<file path="src/rtl/sha256_unpad.sv">
// SHA-256 single-block unpadder: validates the 0x80 marker, zero fill and 64-bit
// length field of a padded 512-bit block, then streams the message bytes out.
module sha256_unpad #(
  parameter int MAX_MSG_BYTES = 55,
  parameter bit CHECK_ZEROS   = 1'b1
) (
  input  logic         clk,
  input  logic         rst,
  input  logic         blk_valid,
  input  logic [511:0] padd_in,
  output logic         blk_ready,
  output logic [7:0]   data_out,
  output logic         data_valid,
  input  logic         data_ready,
  output logic         data_last,
  output logic         done,
  output logic         pad_err,
  output logic [5:0]   msg_len,
  output logic [1:0]   state_dbg
);

  // Byte stream handshake: a byte transfers on a rising edge where data_valid
  // and data_ready are both high; data_out/data_last hold while data_valid is
  // high and data_ready is low. Blocks transfer when blk_valid and blk_ready are high.

  typedef enum logic [1:0] {
    IDLE   = 2'd0,
    CHECK  = 2'd1,
    STREAM = 2'd2
  } state_t;

  state_t       state;
  logic [511:0] blk;
  logic [5:0]   cnt;
  logic [5:0]   n_bytes;
  logic         pad_ok;

  assign state_dbg = state;

  function automatic logic [7:0] byte_at(input logic [511:0] b, input logic [5:0] idx);
    logic [511:0] sh;
    sh = b << {idx, 3'b000};
    return sh[511:504];
  endfunction

  always_comb begin
    n_bytes = blk[8:3];
    pad_ok  = 1'b1;
    if (blk[2:0] != 3'd0) pad_ok = 1'b0;
    if (|blk[63:9]) pad_ok = 1'b0;
    if (int'(n_bytes) > MAX_MSG_BYTES) pad_ok = 1'b0;
    if (byte_at(blk, n_bytes) != 8'h80) pad_ok = 1'b0;
    // Every byte after the marker up to the length field must be zero.
    if (CHECK_ZEROS) begin
      for (int i = 0; i < 56; i++) begin
        if (i > int'(n_bytes) && blk[511-8*i -: 8] != 8'h00) pad_ok = 1'b0;
      end
    end
  end

  always_ff @(posedge clk or negedge rst) begin
    if (!rst) begin
      state      <= IDLE;
      blk        <= '0;
      cnt        <= '0;
      blk_ready  <= 1'b0;
      data_out   <= '0;
      data_valid <= 1'b0;
      data_last  <= 1'b0;
      done       <= 1'b0;
      pad_err    <= 1'b0;
      msg_len    <= '0;
    end else begin
      done    <= 1'b0;
      pad_err <= 1'b0;
      case (state)
        IDLE: begin
          if (blk_valid && blk_ready) begin
            blk       <= padd_in;
            blk_ready <= 1'b0;
            state     <= CHECK;
          end else begin
            blk_ready <= 1'b1;
          end
        end
        CHECK: begin
          msg_len <= n_bytes;
          cnt     <= '0;
          if (!pad_ok) begin
            pad_err <= 1'b1;
            state   <= IDLE;
          end else if (n_bytes == 6'd0) begin
            done  <= 1'b1;
            state <= IDLE;
          end else begin
            data_valid <= 1'b1;
            data_out   <= byte_at(blk, 6'd0);
            data_last  <= (n_bytes == 6'd1);
            state      <= STREAM;
          end
        end
        STREAM: begin
          if (data_valid && data_ready) begin
            if (data_last) begin
              data_valid <= 1'b0;
              data_last  <= 1'b0;
              data_out   <= '0;
              done       <= 1'b1;
              state      <= IDLE;
            end else begin
              cnt       <= cnt + 6'd1;
              data_out  <= byte_at(blk, cnt + 6'd1);
              data_last <= ((cnt + 6'd1) == (msg_len - 6'd1));
            end
          end
        end
        default: state <= IDLE;
      endcase
    end
  end

endmodule
</file>
<file path="config.mk">
export PLATFORM = sky130hd
export DESIGN_NAME = sha256_unpad
export DESIGN_NICKNAME = d
export VERILOG_FILES = /design/src/rtl/sha256_unpad.sv
export SDC_FILE = /design/constraint.sdc
export NUM_CORES = 1
export LEC_CHECK = 0
export ABC_CLOCK_PERIOD_IN_PS = 3800
export CORE_UTILIZATION = 33
export CTS_BUF_LIST = sky130_fd_sc_hd__clkbuf_2
export DETAILED_ROUTE_END_ITERATION = 8
export PLACE_DENSITY = 0.61
export RECOVER_POWER = 50
export SKIP_LAST_GASP = 1
export SYNTH_ARGS = -nofsm -noshare
export SYNTH_HDL_FRONTEND = slang
export SYNTH_SLANG_ARGS = --single-unit
</file>
<file path="constraint.sdc">
create_clock -name clk -period 3.8 [get_ports clk]
set_input_delay 0.57 -clock clk [delete_from_list [all_inputs] [get_ports clk]]
set_output_delay 0.57 -clock clk [all_outputs]
set_load 0.05 [all_outputs]
</file>
==> flow_metrics.py <==
metrics = {
    "power_and_ir_drop": {
        "power_frac_clock_pct": 13.9,
        "p_comb_share_pct": 47.1,
        "p_sw_share_pct": 42.8,
        "peakVddDrop_mv": 0.317,
        "p_seq_share_pct": 39.0,
        "p_per_area_mw_per_mm2": 740,
        "p_sw_mw": 13.6,
        "p_int_mw": 18.2,
        "p_leak_nw": 17.1,
    },
    "finish": {
        "fin_util_pct": 49.4,
        "layout.cells.most_common_list": "535 x dfrtp_1, 535 x clkdlybuf4s50_1, 519 x mux2_2",
        "syn2layout_area_growth_pct": 47.8,
        "nFillCells": 7599,
        "drive_gt1_share_pct": 32.4,
        "fin_nets": 3832,
        "final_cell_count_no_fill": 4579,
    },
    "cts": {
        "clockBufferDepth": 3,
        "h-tree-depth": 4,
        "cts_setup_buffers": 0,
        "clk_pin_slew_ns": 0.13,
        "root_buffer": "clkbuf_2",
        "cts_buffers": 150,
        "tritoncts": "done",
        "clock-sinks": 539,
        "clk-insertion-delay-late_ns": 1.37,
    },
    "routing": {
        "wl_per_cell_um": 28.3,
        "via_count": 25800,
        "via_per_inst": 5.63,
        "drt_iter0_markers": 2319,
        "drtPass1Iterations": 6,
        "drt-total-wl_mm": 130,
        "drcViolationCount": 0,
        "drtAntennaViolNets": 0,
    },
    "setup_path": {
        "critPathArrivalTime_ns": 4.92,
        "endpoint_kind": "flop",
        "worst_path_max_delay_cell": "o41ai_4",
        "crit_type": "reg -> reg",
        "crit_chain": "nor4_2, buf_4, a311oi_2, nor4_2, nand4_1, nor4_4, buf_4, nand2_1, o41ai_4, nand2_4, mux2_4",
        "cp_top_family": "simple AND/OR/NAND/NOR gates",
        "worstPathRequired_ns": 4.99,
        "crit_path_max_fanout": 8,
        "worst_setup_path_start_kind": "flop",
        "path_buf_inv": 2,
        "max_stage_delay_ns": 0.50,
    },
    "place": {
        "port_buffers": 536,
        "place_inst": 3797,
        "gp_congestion": 0.972,
        "dp_hpwl_mm": 97.0,
    },
    "floorplanning": {
        "die_w_um": 299,
        "die_area_mm2": 0.0894,
        "ios": 537,
        "std_cell_rows": 108,
        "dieHeight_um": 299,
        "coreArea_mm2": 0.0870,
        "start_util_pct": 33.5,
    },
    "synthesis": {
        "syn-instance-count": 2132,
        "synth_nets": 2653,
        "synth.distinct_cells": 78,
        "yosysTopAreaCellShare_pct": 46.3,
        "synth_edf_count": 0,
        "synth.cell_area_mm2": 0.0291,
        "yosysTopAreaCell": "dfrtp_1",
        "seq_area_frac_synth_pct": 46.3,
        "syn-mean-instance-area_um2": 13.7,
        "async_flop_share_pct": 100,
        "synth_ff_type": "dfrtp_1",
        "yosys-top-cells-area": "dfrtp_1 46%, mux2_2 20%, mux4_2 15%",
        "ys_warn_count": 0,
        "ys_seq_elements": 539,
    },
    "flow_run": {
        "maxCapViolations": 2,
    },
    "sta": {
        "final.period_utilization_pct": 98.2,
        "setup_viol": 0,
        "fin_skew_ns": 0.111,
        "slew_violations": 87,
        "hold_viol": 0,
        "tns_ns": 0,
        "period_needed_ns": 3.73,
        "max_slew_margin_pct": -31.3,
        "grt_setup_unrepaired": "no",
        "tightest_slew_ns": 1.97,
        "timing.fmax_ghz": 0.268,
        "whs_ns": 0.350,
    },
    "global_routing": {
        "grt-ovfl-total": 0,
        "antenna_found_initial": 7,
        "grt_pass1_vias": 27900,
        "grt_start_max_net_pins": 102,
        "grt_util_all_layers_pct": 29.0,
        "grt_first_pass_wirelength_mm": 189,
    },
    "outcome": {
        "outcome": "finished with violations",
        "violations": "max-capacitance violations, max-slew violations",
    },
    "worst_hold_path": {
        "hold_class": "in -> reg",
    },
}
==> area by class of cell <==
class	count	area (um^2)	area share (%)
diodes	10	25.0	0.0582
clock buffers	218	1090	2.54
clock inverters	37	272	0.631
inverters	20	75.1	0.174
multi-input cells	1421	14900	34.7
flip-flops and latches	539	13500	31.4
well taps	1155	1450	3.36
repair buffers	1179	11700	27.2
==> power groups by stage <==
stage	logic, mW	clock network [mW]	registers [mW]
after global placement	14.1	0	12.2
after CTS	14.8	4.54	12.3
after global routing	15.7	4.82	12.7
final	15.0	4.42	12.4
after detailed placement	14.3	0	12.3
after floorplan	9.16	0	10.8
==> worst register-to-register path, cell delays in order, from the launching register on <==
cell,delay [ns]
dfrtp_1,0.43
nor4_2,0.35
buf_4,0.22
a311oi_2,0.20
nor4_2,0.49
nand4_1,0.28
nor4_4,0.32
buf_4,0.16
nand2_1,0.09
o41ai_4,0.50
nand2_4,0.20
mux2_4,0.33
==> final timing paths <==
path	cells after the start	endpoint	slack, ns	startpoint
worst min register to register	1	data_out[5]	0.52	data_out[5]
max in group asynchronous	4	blk[338]	0.31	rst
worst min-delay path	3	blk[408]	0.35	padd_in[408]
min in group asynchronous	4	blk[147]	1.75	rst
worst max register to register	11	data_out[2]	0.07	blk[397]
worst max-delay path	11	data_out[2]	0.07	blk[397]
==> sequential cells by signal (all words and copies together), names as in the netlist <==
register / flops
data_last: 1
blk: 512
data_out: 8
done: 1
cnt: 6
blk_ready: 1
data_valid: 1
pad_err: 1
state_dbg: 2
msg_len: 6
==> what timing repair did <==
action,CTS,global route
hold buffers,517,0
cloned,0,0
pin swaps,1,0
endpoints found under the setup margin,13,10
resized for setup,6,3
hold endpoints to repair,1034,0
==> metrics by stage <==
stage	instance area (um^2)	setup WS [ns]	power [mW]
3_5_place_dp	36500	-0.468	26.6
2_1_floorplan	29100	0.693	20.0
4_1_cts	43100	0.0245	31.6
6_report	43000	0.0676	31.9
5_1_grt	43000	0.0184	33.2
3_3_place_gp	36500	-0.612	26.3
==> cell families after synthesis <==
group	count (synthesis)	share of synthesized area, %
AOI/OAI and AO/OA	234	5.75
DFF	539	46.3
adders and majority gates	5	0.215
xor gates and xnor gates	14	0.421
buffers and inverters	172	2.81
muxes	756	37.2
and+or+nand+nor	412	7.24
==> synth_stat cells (all sizes together) (6+ instances only) <==
library cell,number
nand3,34
mux2i,25
or2,6
a32oi,15
and3,7
and2,7
mux2,527
xnor2,7
inv,18
a22oi,32
buf,55
nand2,34
xor2,7
nor3,51
nor2,127
a2111oi,8
or3,10
a21oi,41
o221ai,8
a211oi,21
o21ai,38
dfrtp,539
a311oi,6
nand4,21
nor4,87
nor2b,9
clkbuf,97
a31oi,8
mux4,204
nand2b,7
o22ai,7
==> metal layers <==
layer	share of wire, %	wire (um)	track usage [%]
met1	39	51200	36.5
met2	49	63300	48.0
met3	7.0	9120	5.75
met4	4.8	6170	13.9
met5	0.022	28	0
Power figures use the tool's default switching activity.
